### src/rtl/branch_redirect_ctrl.sv
// Branch resolution checker: arbitrates mispredict redirects across two slots,
// holds a flush window, and emits predictor updates plus branch statistics.
module branch_redirect_ctrl #(
  parameter int FLUSH_CYCLES = 2,
  parameter int CNT_W        = 16
) (
  input  logic             clk,
  input  logic             rst_n,
  input  logic             s0_valid,
  input  logic [31:0]      s0_pc,
  input  logic             s0_is_branch,
  input  logic             s0_is_jump,
  input  logic             s0_taken,
  input  logic [31:0]      s0_target,
  input  logic             s0_pred_taken,
  input  logic [31:0]      s0_pred_tgt,
  input  logic             s1_valid,
  input  logic [31:0]      s1_pc,
  input  logic             s1_is_branch,
  input  logic             s1_is_jump,
  input  logic             s1_taken,
  input  logic [31:0]      s1_target,
  input  logic             s1_pred_taken,
  input  logic [31:0]      s1_pred_tgt,
  output logic             redir_valid,
  input  logic             redir_ready,
  output logic [31:0]      redir_pc,
  output logic             flush,
  output logic             ex_stall,
  output logic             upd0_valid,
  output logic [31:0]      upd0_pc,
  output logic             upd0_taken,
  output logic [31:0]      upd0_target,
  output logic             upd1_valid,
  output logic [31:0]      upd1_pc,
  output logic             upd1_taken,
  output logic [31:0]      upd1_target,
  output logic [CNT_W-1:0] br_cnt,
  output logic [CNT_W-1:0] mis_cnt
);

  localparam int FC_W =
    (FLUSH_CYCLES < 2) ? 1 : $clog2(FLUSH_CYCLES + 1);

  typedef enum logic [1:0] {
    IDLE,
    REDIR,
    FLUSH
  } state_t;

  state_t          state_q;
  state_t          state_d;
  logic [31:0]     rpc_q;
  logic [31:0]     rpc_d;
  logic [FC_W-1:0] fcnt_q;
  logic [FC_W-1:0] fcnt_d;

  logic        idle;
  logic        res0;
  logic        res1;
  logic        mis0;
  logic        mis1;
  logic [31:0] next0;
  logic [31:0] next1;
  logic        live0;
  logic        live1;
  logic        live_mis;
  logic [1:0]  n_live;
  logic [CNT_W:0]   br_sum;
  logic [CNT_W-1:0] br_nxt;
  logic [CNT_W-1:0] mis_nxt;

  assign idle  = (state_q == IDLE);
  assign res0  = s0_valid & (s0_is_branch | s0_is_jump);
  assign res1  = s1_valid & (s1_is_branch | s1_is_jump);
  assign mis0  = res0 & ((s0_taken != s0_pred_taken) |
                 (s0_taken & (s0_target != s0_pred_tgt)));
  assign mis1  = res1 & ((s1_taken != s1_pred_taken) |
                 (s1_taken & (s1_target != s1_pred_tgt)));
  assign next0 = s0_taken ? s0_target : s0_pc + 32'd4;
  assign next1 = s1_taken ? s1_target : s1_pc + 32'd4;

  // An older mispredict squashes slot1 entirely.
  assign live0    = idle & res0;
  assign live1    = idle & res1 & ~mis0;
  assign live_mis = idle & (mis0 | mis1);
  assign n_live   = {1'b0, live0} + {1'b0, live1};

  assign br_sum  = {1'b0, br_cnt} + (CNT_W+1)'(n_live);
  assign br_nxt  = br_sum[CNT_W] ? '1 : br_sum[CNT_W-1:0];
  assign mis_nxt = (live_mis & ~(&mis_cnt)) ?
                   mis_cnt + 1'b1 : mis_cnt;

  always_comb begin
    state_d = state_q;
    rpc_d   = rpc_q;
    fcnt_d  = fcnt_q;
    unique case (state_q)
      IDLE: begin
        if (mis0 | mis1) begin
          state_d = REDIR;
          rpc_d   = mis0 ? next0 : next1;
        end
      end
      REDIR: begin
        if (redir_ready) begin
          if (FLUSH_CYCLES > 0) begin
            state_d = FLUSH;
            fcnt_d  = FC_W'(FLUSH_CYCLES);
          end else begin
            state_d = IDLE;
          end
        end
      end
      FLUSH: begin
        if (fcnt_q == FC_W'(1)) begin
          state_d = IDLE;
        end else begin
          fcnt_d = fcnt_q - 1'b1;
        end
      end
      default: state_d = IDLE;
    endcase
  end

  always_ff @(posedge clk or negedge rst_n) begin
    if (!rst_n) begin
      state_q <= IDLE;
      rpc_q   <= '0;
      fcnt_q  <= '0;
    end else begin
      state_q <= state_d;
      rpc_q   <= rpc_d;
      fcnt_q  <= fcnt_d;
    end
  end

  always_ff @(posedge clk or negedge rst_n) begin
    if (!rst_n) begin
      upd0_valid  <= 1'b0;
      upd0_pc     <= '0;
      upd0_taken  <= 1'b0;
      upd0_target <= '0;
      upd1_valid  <= 1'b0;
      upd1_pc     <= '0;
      upd1_taken  <= 1'b0;
      upd1_target <= '0;
      br_cnt      <= '0;
      mis_cnt     <= '0;
    end else begin
      upd0_valid <= live0;
      upd1_valid <= live1;
      if (live0) begin
        upd0_pc     <= s0_pc;
        upd0_taken  <= s0_taken;
        upd0_target <= s0_target;
      end
      if (live1) begin
        upd1_pc     <= s1_pc;
        upd1_taken  <= s1_taken;
        upd1_target <= s1_target;
      end
      br_cnt  <= br_nxt;
      mis_cnt <= mis_nxt;
    end
  end

  assign redir_valid = (state_q == REDIR);
  assign redir_pc    = rpc_q;
  assign flush       = ~idle;
  assign ex_stall    = ~idle;

endmodule

### config.mk
export PLATFORM = sky130hd
export DESIGN_NAME = branch_redirect_ctrl
export DESIGN_NICKNAME = d
export VERILOG_FILES = /design/src/rtl/branch_redirect_ctrl.sv
export SDC_FILE = /design/constraint.sdc
export NUM_CORES = 1
export LEC_CHECK = 0
export CAP_MARGIN = 25
export CORE_ASPECT_RATIO = 0.75
export CORE_UTILIZATION = 40
export DETAILED_ROUTE_END_ITERATION = 16
export PLACE_DENSITY = 0.77
export SETUP_SLACK_MARGIN = 0.15
export SYNTH_ARGS = -nofsm -noshare
export SYNTH_HDL_FRONTEND = slang
export SYNTH_SLANG_ARGS = --single-unit
### constraint.sdc
create_clock -name clk -period 3.35 [get_ports clk]
set_input_delay 0.8375 -clock clk [delete_from_list [all_inputs] [get_ports clk]]
set_output_delay 0.8375 -clock clk [all_outputs]
set_load 0.03 [all_outputs]
---- Yosys cells after proc, flatten, opt, wreduce, memory -nomap -nowiden ----
Index checks and enable logic that the tools add are counted.
cells by class
  mux-type cells .......................... 10
  reduce and logical (&&, ||, !) cells .... 6
  eq/ne operators ......................... 11
  $add $sub $neg .......................... 6
  bitwise logic cells ..................... 19
operators by type and width
  cell                   count
  $mux 32                3
  $add 32x3->32 const B  2
  $ne 32x32->1           2
  $add 16x2->17          1
  $add 16x1->16 const B  1
  $mux 16                1
  $reduce_and 16->1      1
  $and 1x1->1            11
  $mux 2                 4
  $pmux 2 s3             1
  $reduce_and 3->1       2
  $or 1x1->1             5
  $eq 2x1->1 const B     2
  $ne 2x1->1 const B     2
  $ne 2x2->1 const B     2
  $pmux 2 s2             1
  $not 1->1              3
  $add 1x1->2            1
  $eq 2x2->1 const B     1
  $logic_not 2->1        1
  $ne 1x1->1             2
  $reduce_and 2->1       1
  $reduce_bool 2->1      1
  $sub 2x1->2 const B    1
word-level totals
  logic and storage cells ................. 65
  bits of input ports ..................... 205
  output and inout port bits .............. 199
  bits in registers ....................... 200

---- Depth between registers and ports, before layout ----
Gate-level depths: netlist (run 1).
  depth in word-level cells ............... 9
  depth in mapped cells ................... 15
  depth with buffers taken out ............ 14

---- Worst setup path before layout (run 1) ----
OpenSTA, ideal clock, no wires.
  path type ............................... input to register
  from .................................... input port s0_pred_tgt[4]
  to ...................................... register br_cnt[10]
  slack ................................... -0.541 ns
  arrival ................................. 3.809 ns
  library setup time ...................... 0.083 ns
  stages on the path ...................... 15
  data required time ...................... 3.267 ns
  path buffers ............................ 2
  path through ............................ xnor2_1 nand4_1 nor4_1 nand3_1 nor3b_1 nand2b_1 clkbuf_1 fa_1 inv_1 ha_1 inv_1 or3_1 or3_1 clkbuf_1 o21ai_0
between the ends
  cells in the longest elaborated chain, start to end .. 9
ends and longest elaborated chain
  item                  line  text
  from (decl)           16    input logic [31:0] s0_pred_tgt,
  $ne 32x32->1          77    (s0_taken & (s0_target != s0_pred_tgt)));
  $and 1x1->1           77
  $or 1x1->1            76    assign mis0 = res0 & ((s0_taken != s0_pred_taken) |
  $and 1x1->1           76
  $not 1->1             85    assign live1 = idle & res1 & ~mis0;
  $and 1x1->1           85
  $add 1x1->2           87    assign n_live = {1'b0, live0} + {1'b0, live1};
  $add 16x2->17         89    assign br_sum = {1'b0, br_cnt} + (CNT_W+1)'(n_live);
  $mux 16               90    assign br_nxt = br_sum[CNT_W] ? '1 : br_sum[CNT_W-1:0];
  via br_nxt[10]        70    logic [CNT_W-1:0] br_nxt;
  to (signal assigned)  163   br_cnt <= br_nxt;
  to (decl)             38    output logic [CNT_W-1:0] br_cnt,
The timed path passes the listed nets, and every way through them passes these cells.
A chain may end at the register's enable or synchronous reset.

---- Final worst setup path (run 1) ----
  from .................................... input port s0_target[5]
  to ...................................... register br_cnt[14]
between the ends
  cells in the longest elaborated chain, start to end .. 9
ends and longest elaborated chain
  item            line  text
  from (decl)     14    input logic [31:0] s0_target,
  $ne 32x32->1    77
  $and 1x1->1     77
  $or 1x1->1      76
  $and 1x1->1     76
  $not 1->1       85
  $and 1x1->1     85
  $add 1x1->2     87
  $add 16x2->17   89
  $mux 16         90
  via br_nxt[14]  70
The timed path passes the listed nets, and every way through them passes these cells.

==> results.md, run 1 <==
- Worst Tran Pin Value: 0.871 ns
- Die area: 0.0267 mm^2
- Power Density: 836 mW/mm^2
- Crit path largest cell delay: 0.42 ns
- Critical path buffers and inverters: 4
- First-pass GRT wire length: 58.4 mm
- Layout cells sized above 1: 0.279
- Ys flop type: dfrtp_1
- Final Hold Vio Count: 0
- Mapped Area: 0.0104 mm^2
- Post-Route WL: 39.8 mm
- R2R cell count: 13
- Worst EP arrival: 3.85 ns
- CTS buffer count: 17
- Adder-cell share of the synthesized area: 0.00793
- Fin crit period: 3.50 ns
- Sequential area share after synthesis: 0.481
- RSZ-0062 raised after global routing: yes
- Placed cells: 1760
- Synthesis-to-layout area growth: 61.3%
- HPWL Detailed: 31.2 mm
- Tcrit/Tclk final: 1.05
- Worst-Skew Late Latency: 0.45 ns
- Core ar.: 0.0253 mm^2
- CP Launch Point: s0_target[5]
- Synthesized area per cell: 11.2 um^2
- Final-stage net count: 1658
- Largest net degree at the start of global routing: 85
- Largest family of logic cells by synthesized area: multiplexers
- Relative max-transition margin: 0.419
- Max-cap violations: 0
- Post-synth EDFFs: 0
- CP most frequent cell: inv_2
- Worst setup SP type: primary input
- Register-to-Register Setup Slack: 0.44 ns
- Worst EP required: 3.69 ns
- Flops & latches, synth: 200
- HP Class: in2async
- Synth Area in Compound Gates: 0.0782
- Site Rows: 50
- Logic pwr share: 0.532
- Post-synthesis simple-gate area fraction: 0.117
- Synth unique cells: 54
- Critical-path cell list: buf_2 > xnor2_4 > nand4_1 > nor4_4 > nand3_2 > nor3b_4 > nand2b_4 > fa_2 > inv_2 > ha_4 > inv_2 > or3_4 > buf_6 > nor2_4 > a21oi_2 > a31oi_1
- Post-placement setup slack: -1.22 ns
- Status: finished, violations left
- Clock Power Share: 0.166
- CTS Sinks: 200
- R2R Path End: br_cnt[14]
- Fin area: 0.0168 mm^2
- Sw power: 5.77 mW
- Final ANT Viol Nets: 0
- Global Route Usage Sum: 0.295
- Non-filler instance count after layout: 1798
- Max H-tree Level: 4
- Power Total: 14.0 mW
- Clock Path Buffers: 2
- Final setup viols: 15
- Worst setup margin: -0.154 ns
- Total number of vias: 9576
- First-pass DRT Iterations: 7
- Crit path max-delay cell type: fa_2
- Clock Tree Root: clkbuf_16
- Lkg Pwr: 7.13 nW
- Grt ovf: 0
- Asr flop ratio synth: 1.00
- Vias in the first global route: 9693
- Gpl congestion: 0.946
- IO buf count: 403
- Reg2reg start: state_q[0]
- DR vias/cell: 5.33
- Synthesized net count: 1141
- Die height: 142 um
- Switching Fraction: 0.411
- Setup CP Type: in2reg
- Fin. max-slew vios: 0
- F_max: 0.285 GHz
- Initial DRC Count: 600
- Crit-path max FO: 3
- Skew final: 0.00859 ns
- Starting Density: 0.412
- Failing checks: negative setup slack
- Clock transition at path regs: 0.07 ns
- Worst VDD drop: 0.518 mV
- Post-synthesis mux area share: 0.172
- Total inserted antenna cells: 0
- DRC viols: 0
- Wire per inst: 22.1 um
- Synth Warn #: 0
- Crit. End Element: register
- Post-Synthesis Cells: 930
- Initial antenna violation count: 0
- # IOs: 404
- Die width: 188 um
- Xor/xnor share of the synthesized area: 0.114
- Flop pwr share: 0.302
- CTS tree: yes
- Cell internal pwr: 8.26 mW
- CP delay by family, top: simple AND/OR/NAND/NOR gates
- Area after DPL: 0.0159 mm^2
## worst max-delay path by stage
stage	endpoint	slack, ns	cells after the start
after floorplan	br_cnt[10]	-0.16	15
after global placement	br_cnt[5]	-1.19	14
after detailed placement	br_cnt[7]	-1.22	14
after CTS	br_cnt[10]	-0.11	15
after global routing	br_cnt[14]	-0.17	17
final	br_cnt[14]	-0.15	16
## timing repair
| action | 4_1_cts | 5_1_grt |
|---|---|---|
| pin swaps | 44 | 29 |
| endpoints found under the setup margin | 130 | 123 |
| gates resized for setup | 157 | 41 |
| hold buffers | 0 | 0 |
| cloned | 1 | 0 |
| buffers inserted | 4 | 1 |
## metrics by stage
step / hold WS [ns] / setup TNS, ns / util
floorplan: 0.481 / -1.53 / -
global placement: 0.464 / -85.59 / 0.628
detailed placement: 0.475 / -80.27 / 0.628
CTS: 0.413 / -0.946 / 0.659
global route: 0.431 / -1.76 / 0.665
finish: 0.384 / -1.14 / 0.665
## routing by layer
| metal | GRT usage | vias to the layer above | share of wire |
|---|---|---|---|
| met4 | 0.0739 | 0 | 0.019 |
| met1 | 0.396 | 4754 | 0.43 |
| met5 | 0 | - | 0 |
| met2 | 0.478 | 413 | 0.48 |
| li1 | - | 4355 | - |
| met3 | 0.0752 | 54 | 0.075 |
## final cells by class
type                       instances  area [um^2]
clock inverter                    14          216
fill                            1944         8480
clock buffer                      18          439
multi-input combinational        650         5500
sequential                       200         5000
inverter                          39          146
timing repair buffer             539         5060
tap                              338          423
## sequential cells by signal, summed over array words and instances (netlist names)
signal	count
redir_pc	32
upd0_taken	1
br_cnt	16
mis_cnt	16
fcnt_q	2
state_q	2
upd0_target	32
upd1_target	32
upd0_valid	1
upd1_valid	1
upd0_pc	32
upd1_taken	1
upd1_pc	32
## cell families (layout without fill, tap and decap cells)
logic type | Yosys count | count (layout)
AO/OA/AOI/OAI | 112 | 112
XOR/XNOR | 135 | 135
adder cells (fa/ha/maj) | 6 | 6
buffers and inverters | 81 | 610
flip-flops | 200 | 200
multiplexers | 162 | 162
AND/OR/NAND/NOR | 234 | 235
## cell usage in the layout (no fill, tap or decap), types with 29 or more instances in the layout
master           netlist  routed
nand4_1               29      29
dlygate4sd2_1          0      29
inv_1                 38      36
clkdlybuf4s50_1        0     341
nor2_1                41      36
nand2_1               66      62
xor2_1                61      57
buf_4                  1     123
dfrtp_1              200     200
mux2_2               137     137
nand3_1               34      32
xnor2_1               74      61
## synthesized netlist by cell type, types with 2 or more instances
| master | count | area, um^2 |
|---|---|---|
| and2_1 | 3 | 18.8 |
| nand4_1 | 29 | 181 |
| a41oi_1 | 2 | 17.5 |
| a221oi_1 | 12 | 105 |
| nor2_1 | 41 | 154 |
| nand3_1 | 34 | 170 |
| a21oi_1 | 23 | 115 |
| and4_4 | 2 | 22.5 |
| a2111oi_0 | 7 | 61.3 |
| clkbuf_1 | 29 | 109 |
| a211oi_1 | 4 | 30.0 |
| o221a_2 | 12 | 135 |
| o211ai_1 | 7 | 52.6 |
| and3_1 | 12 | 75.1 |
| buf_2 | 10 | 50.1 |
| xor2_1 | 61 | 534 |
| dfrtp_1 | 200 | 5000 |
| inv_1 | 38 | 143 |
| nor3_1 | 7 | 35.0 |
| mux2i_1 | 25 | 250 |
| nand2b_1 | 5 | 31.3 |
| nand2_1 | 66 | 248 |
| mux2_2 | 137 | 1540 |
| or3_1 | 4 | 25.0 |
| a222oi_1 | 8 | 80.1 |
| buf_1 | 2 | 7.51 |
| a31oi_1 | 3 | 18.8 |
| nor4_1 | 11 | 68.8 |
| o21ai_0 | 28 | 140 |
| ha_1 | 5 | 62.6 |
| nor2b_1 | 5 | 31.3 |
| and4_1 | 3 | 26.3 |
| xnor2_1 | 74 | 648 |
## power by group through the flow
stage / Sequential (mW) / Combinational [mW] / Clock (mW)
global placement: 4.19 / 7.32 / 0
finish: 4.23 / 7.47 / 2.33
global route: 4.36 / 7.79 / 2.45
detailed placement: 4.25 / 7.40 / 0
CTS: 4.22 / 7.45 / 2.36
floorplan: 6.31 / 1.78 / 0
## worst register-to-register path: stages, from the launching register on
cell and delay (ns):
dfrtp_1 0.44, or2_2 0.46, nor2_1 0.15, buf_4 0.14, nand2b_4 0.07, fa_2 0.43, inv_2 0.08, ha_4 0.13
inv_2 0.04, or3_4 0.35, buf_6 0.14, nor2_4 0.10, a21oi_2 0.08, a31oi_1 0.21
Power figures use the tool's default switching activity.
==> run 2: changes to the inputs <==
SKIP_LAST_GASP = 1   (was default)
==> run 2 against run 1 <==
Compared with the run above:
- the run still ends with negative setup slack left
- critical path type unchanged
- register-to-register slack gained 0.07 ns
- clock skew is 0.00071 ns higher
- flip-flop and latch count is the same
- design area is essentially flat
==> results.md, run 2 (synthesis gave the netlist of run 1 again) <==
- # IOs: 404 (unchanged)
- Core ar.: 0.0253 mm^2 (unchanged)
- Fill cells: 1948 (was 1944)
- Critical path buffers and inverters: 3 (was 4)
- Post-placement setup slack: -1.22 ns (unchanged)
- CP Launch Point: s0_target[5] (unchanged)
- Most frequent cells in the layout: clkdlybuf4s50_1, dfrtp_1, mux2_2 (unchanged)
- Skew final: 0.00931 ns (was 0.00859 ns)
- Relative max-transition margin: 0.408 (was 0.419)
- Most common cell after layout, fill and taps aside: clkdlybuf4s50_1 (unchanged)
- CTS Sinks: 200 (unchanged)
- Crit-path max FO: 7 (was 3)
- Gpl congestion: 0.946 (unchanged)
- Global Route Usage Sum: 0.296 (was 0.295)
- Fin crit period: 3.44 ns (was 3.50 ns)
- Die area: 0.0267 mm^2 (unchanged)
- Crit path max-delay cell type: fa_2 (unchanged)
- DRC viols: 0 (unchanged)
- Worst VDD drop: 0.518 mV (about the same)
- Crit. End Element: register (unchanged)
- Lkg Pwr: 7.12 nW (was 7.13 nW)
- Die height: 142 um (unchanged)
- F_max: 0.291 GHz (was 0.285 GHz)
- Reg2reg start: state_q[1] (was state_q[0])
- Largest net degree at the start of global routing: 85 (unchanged)
- Clock Path Buffers: 2 (unchanged)
- IO buf count: 403 (unchanged)
- CTS buffer count: 17 (unchanged)
- Placed cells: 1760 (unchanged)
- Worst-Skew Late Latency: 0.44 ns (was 0.45 ns)
- Setup CP Type: in2reg (unchanged)
- Register-to-Register Setup Slack: 0.51 ns (was 0.44 ns)
- Worst EP arrival: 3.82 ns (was 3.85 ns)
- Worst Setup EP: br_cnt[1] (was br_cnt[14])
- Worst Tran Pin Value: 0.888 ns (was 0.871 ns)
- Critical path depth in cells: 14 (was 16)
- Post-Route WL: 39.6 mm (was 39.8 mm)
- Starting Density: 0.412 (unchanged)
- Crit path largest cell delay: 0.42 ns (about the same)
- Max-cap violations: 0 (unchanged)
- Non-filler instance count after layout: 1797 (was 1798)
- CTS tree: yes (unchanged)
- DR vias/cell: 5.29 (was 5.33)
- Fin area: 0.0168 mm^2 (about the same)
- Final ANT Viol Nets: 0 (unchanged)
- Initial DRC Count: 611 (was 600)
- Clock Tree Root: clkbuf_16 (unchanged)
- Total number of vias: 9501 (was 9576)
- Clock transition at path regs: 0.07 ns (about the same)
- Failing checks: negative setup slack (unchanged)
- Initial antenna violation count: 0 (unchanged)
- First-pass GRT wire length: 58.4 mm (about the same)
- Final-stage net count: 1657 (was 1658)
- Critical-path cell list: buf_2 > xnor2_4 > nand4_1 > nor4_4 > nand3_2 > nor3b_4 > nand2b_4 > fa_2 > inv_2 > ha_4 > inv_2 > or3_4 > or3_4 > nand2b_1 (was buf_2 > xnor2_4 > nand4_1 > nor4_4 > nand3_2 > nor3b_4 > nand2b_4 > fa_2 > inv_2 > ha_4 > inv_2 > or3_4 > buf_6 > nor2_4 > a21oi_2 > a31oi_1)
- CP delay by family, top: simple AND/OR/NAND/NOR gates (unchanged)
- HPWL Detailed: 31.2 mm (unchanged)
- R2R Path End: br_cnt[1] (was br_cnt[14])
- Worst setup SP type: primary input (unchanged)
- HP Class: in2async (unchanged)
- Layout cells sized above 1: 0.278 (was 0.279)
- Status: finished, violations left (unchanged)
- Area after DPL: 0.0159 mm^2 (unchanged)
- Fin. max-slew vios: 0 (unchanged)
- Die width: 188 um (unchanged)
- R2R cell count: 11 (was 13)
- Final setup viols: 15 (unchanged)
- Grt ovf: 0 (unchanged)
- Worst setup margin: -0.0895 ns (was -0.154 ns)
- First-pass DRT Iterations: 7 (unchanged)
- Site Rows: 50 (unchanged)
- Tcrit/Tclk final: 1.03 (was 1.05)
- Total inserted antenna cells: 0 (unchanged)
- Max H-tree Level: 4 (unchanged)
- Worst EP required: 3.73 ns (was 3.69 ns)
- Wire per inst: 22.1 um (about the same)
- Final Hold Vio Count: 0 (unchanged)
- RSZ-0062 raised after global routing: yes (unchanged)
- Hold-fix buffers, CTS: 0 (unchanged)
- Synthesis-to-layout area growth: 61.1% (was 61.3%)
- Power Density: 835 mW/mm^2 (was 836 mW/mm^2)
- Vias in the first global route: 9692 (was 9693)
## run 2: cell types whose count changed in the layout (fill, tap and decap cells not counted), sizes merged
cell / delta
buf: -1
## run 2: per-stage QoR
step,hold slack (ns),setup TNS (ns),util,power (mW)
CTS,0.413,-0.958,0.659,14.0
global placement,0.464,-85.59,0.628,11.5
floorplan,0.481,-1.53,-,8.09
global route,0.431,-1.68,0.664,14.6
finish,0.388,-0.987,0.664,14.0
detailed placement,0.475,-80.27,0.628,11.6
## run 2: power by group
group	internal, mW	switching (mW)	leakage (nW)
Sequential	3.52	0.711	2.36
Clock	1.35	0.969	0.321
Combinational	3.38	4.08	4.44
## run 2: what timing repair did
action / 4_1_cts / 5_1_grt
pin swaps: 44 / 28
gates cloned: 1 / 0
setup endpoints to repair: 130 / 123
resized for setup: 156 / 40
setup buffers: 4 / 0
## run 2: worst min-delay path by stage
stage | endpoint
after floorplan | fcnt_q[1]
after global placement | upd0_pc[2]
after detailed placement | upd0_pc[2]
after CTS | upd0_target[29]
after global routing | upd0_target[29]
final | upd0_target[29]
## run 2: worst register-to-register path: cells and delay by family (launching register included)
kind	cells	cell delay, ns
simple gates	6	1.55
fa+ha+maj	2	0.55
flops	1	0.43
buf+inv	3	0.26
## run 2: metal layers
layer | global-route usage | vias to the layer above | wire [um]
met3 | 0.0764 | 40 | 2940
met2 | 0.479 | 360 | 18900
li1 | - | 4353 | -
met4 | 0.0739 | 0 | 670
met5 | 0 | - | 0
met1 | 0.395 | 4748 | 17100
## run 2: area by class of cell
cell class | count | area (um^2) | area share
Clock buffer | 18 | 439 | 0.0262
Timing Repair Buffer | 538 | 5050 | 0.301
Multi-Input combinational cell | 650 | 5500 | 0.328
Inverter | 39 | 146 | 0.00872
Tap cell | 338 | 423 | 0.0252
Clock inverter | 14 | 216 | 0.0129
Sequential cell | 200 | 5000 | 0.298
==> run 3: changes to the inputs <==
CORE_ASPECT_RATIO = 0.8   (was 0.75)
clock period = 2.98 ns   (was 3.35 ns; I/O delays follow)
==> run 3 against run 2 <==
Compared with the run above:
- the flow still finishes with violations (negative setup slack)
- final cell count increased by 3.5%
- non-clock buffer count up 50
- sequential power increased by 12%
- clock-buffer cell count is 3 higher
- die area about the same
- power grew 13%
- utilization is 2.0 points higher
- critical endpoint is now br_cnt[12]
- highest routed layer unchanged
==> results.md, run 3 (synthesis gave the netlist of run 1 again) <==
- Status: finished, violations left (unchanged)
- Failing checks: negative setup slack (unchanged)
- Final-stage net count: 1707 (was 1657)
- DRC viols: 0 (unchanged)
- Logic pwr share: 0.536 (was 0.532)
- F_max: 0.297 GHz
- Die height: 146 um (was 142 um)
- Fill cells: 1912 (was 1948)
- CTS tree: yes (unchanged)
- Post-placement setup slack: -1.15 ns (was -1.22 ns)
- Max-cap violations: 0 (unchanged)
- Global Route Usage Sum: 0.300 (was 0.296)
- HPWL Detailed: 31.0 mm (was 31.2 mm)
- Gpl congestion: 0.913 (was 0.946)
- Power Total: 15.9 mW (was 14.0 mW)
- Power Density: 912 mW/mm^2 (was 835 mW/mm^2)
- Lkg Pwr: 7.54 nW (was 7.12 nW)
- Clock Path Buffers: 2 (unchanged)
- IO buf count: 403 (unchanged)
- Worst EP required: 3.34 ns (was 3.73 ns)
- Final core occ: 0.684 (was 0.664)
- Worst setup SP type: primary input (unchanged)
- Total number of vias: 9775 (was 9501)
- Die width: 182 um (was 188 um)
- Relative max-transition margin: 0.402 (was 0.408)
- Fin crit period: 3.36 ns
- Sw power: 6.54 mW (was 5.76 mW)
- RSZ-0062 raised after global routing: yes (unchanged)
- Clock Power Share: 0.164 (was 0.166)
- Total inserted antenna cells: 0 (unchanged)
- Site Rows: 52 (was 50)
- HP Class: in2async (unchanged)
- Crit-path max FO: 4 (was 7)
- Final ANT Viol Nets: 0 (unchanged)
- Switching Fraction: 0.412 (was 0.411)
- Final Hold Vio Count: 0 (unchanged)
- Vias in the first global route: 10.2k (was 9692)
- Worst Tran Pin Value: 0.897 ns (was 0.888 ns)
- Area of the multi-input gates: 0.00569 mm^2 (was 0.00550 mm^2)
- Clock Tree Root: clkbuf_16 (unchanged)
- Worst EP arrival: 3.72 ns (was 3.82 ns)
- Synthesis-to-layout area growth: 67.1% (was 61.1%)
- Cell internal pwr: 9.33 mW (was 8.26 mW)
- Die area: 0.0267 mm^2 (about the same)
- Wire per inst: 21.4 um (was 22.1 um)
- First-pass DRT Iterations: 5 (was 7)
- R2R cell count: 14 (was 11)
- Grt ovf: 0 (unchanged)
- Tcrit/Tclk final: 1.13
- CP Launch Point: s0_pred_tgt[30] (was s0_target[5])
- Worst VDD drop: 0.523 mV (was 0.518 mV)
- Hold-fix buffers, CTS: 0 (unchanged)
- Area taken by flip-flops and latches: 0.00500 mm^2 (unchanged)
- Final setup viols: 16 (was 15)
- Crit. End Element: register (unchanged)
- First-pass GRT wire length: 59.6 mm (was 58.4 mm)
- Core ar.: 0.0254 mm^2 (was 0.0253 mm^2)
- Post-Route WL: 39.9 mm (was 39.6 mm)
- Skew final: 0.0114 ns (was 0.00931 ns)
- Clock transition at path regs: 0.07 ns (about the same)
- Worst-Skew Late Latency: 0.44 ns (about the same)
- Largest net degree at the start of global routing: 67 (was 85)
- Reg2reg start: state_q[0] (was state_q[1])
- Starting Density: 0.409 (was 0.412)
- Hold_ws: 0.241 ns (was 0.388 ns)
- Most common cell after layout, fill and taps aside: clkdlybuf4s50_1 (unchanged)
- Initial antenna violation count: 0 (unchanged)
- Most frequent cells in the layout: clkdlybuf4s50_1, dfrtp_1, buf_4 (was clkdlybuf4s50_1, dfrtp_1, mux2_2)
- Max H-tree Level: 4 (unchanged)
- Flop pwr share: 0.299 (was 0.302)
- Worst setup margin: -0.384 ns (was -0.0895 ns)
- Setup CP Type: in2reg (unchanged)
- Layout cells sized above 1: 0.325 (was 0.278)
- Initial DRC Count: 722 (was 611)
- CTS buffer count: 17 (unchanged)
- Fin. max-slew vios: 0 (unchanged)
- DR vias/cell: 5.26 (was 5.29)
- CTS Sinks: 200 (unchanged)
- # IOs: 404 (unchanged)
- Final TNS setup: -4.51 ns (was -0.987 ns)
run 3: changes by cell type in the layout (fill, tap and decap cells not counted), moves of 9 or more:
cell             previous run  this run
buf_4                     123       171
clkdlybuf4s50_1           341       299
clkdlybuf4s15_1             6        23
dlymetal6s2s_1              2        13
xor2_1                     57        48
run 3: layout make-up:
type / count / area share
multi-input cells: 650 / 0.327
inverters: 39 / 0.00841
flip-flops and latches: 200 / 0.288
clock buffers: 21 / 0.0270
clock inverters: 11 / 0.0105
well taps: 351 / 0.0252
repair buffers: 588 / 0.314
run 3: worst paths after layout:
check	end	slack, ns
max	br_cnt[12]	-0.38
min	upd0_target[27]	0.24
max reg2reg	br_cnt[12]	0.08
min reg2reg	mis_cnt[5]	0.49
max in group asynchronous	redir_pc[18]	1.97
min in group clk	mis_cnt[5]	0.49
run 3: power groups by stage:
stage	Combinational, mW	Sequential, mW	Clock [mW]
3_5_place_dp	8.34	4.77	0
6_report	8.51	4.75	2.61
3_3_place_gp	8.26	4.70	0
5_1_grt	8.86	4.89	2.76
4_1_cts	8.43	4.73	2.65
2_1_floorplan	2.00	7.09	0
run 3: timing repair:
| action | CTS | global route |
|---|---|---|
| gates resized for setup | 255 | 65 |
| endpoints found under the setup margin | 133 | 127 |
| buffers inserted | 8 | 2 |
| gates cloned | 1 | 1 |
| pin swaps | 51 | 23 |
run 3: critical path, stage by stage:
cell and delay [ns]:
buf_2 0.13, xnor2_4 0.23, nand4_1 0.21, nor4_4 0.36, nand3_4 0.11, nor3b_4 0.18, nand2b_4 0.18, fa_2 0.41
inv_2 0.08, ha_4 0.13, inv_2 0.04, buf_4 0.12, buf_4 0.13, nor3_1 0.23, buf_4 0.17, a41oi_1 0.12
a21oi_1 0.15
run 3: metal layers:
metal	GRT usage	part of all wire	routed length [um]	vias to the layer above
li1	-	-	-	4448
met1	0.385	0.42	16700	4850
met2	0.484	0.48	19000	419
met3	0.0923	0.083	3310	58
met4	0.0941	0.023	929	0
met5	0	0	0	-
run 3: stage by stage:
step / cell area (um^2) / instances
after floorplan: 10500 / 930
final: 17400 / 1860
after global placement: 16200 / 1816
after detailed placement: 16200 / 1816
after CTS: 17200 / 1857
after global routing: 17400 / 1860
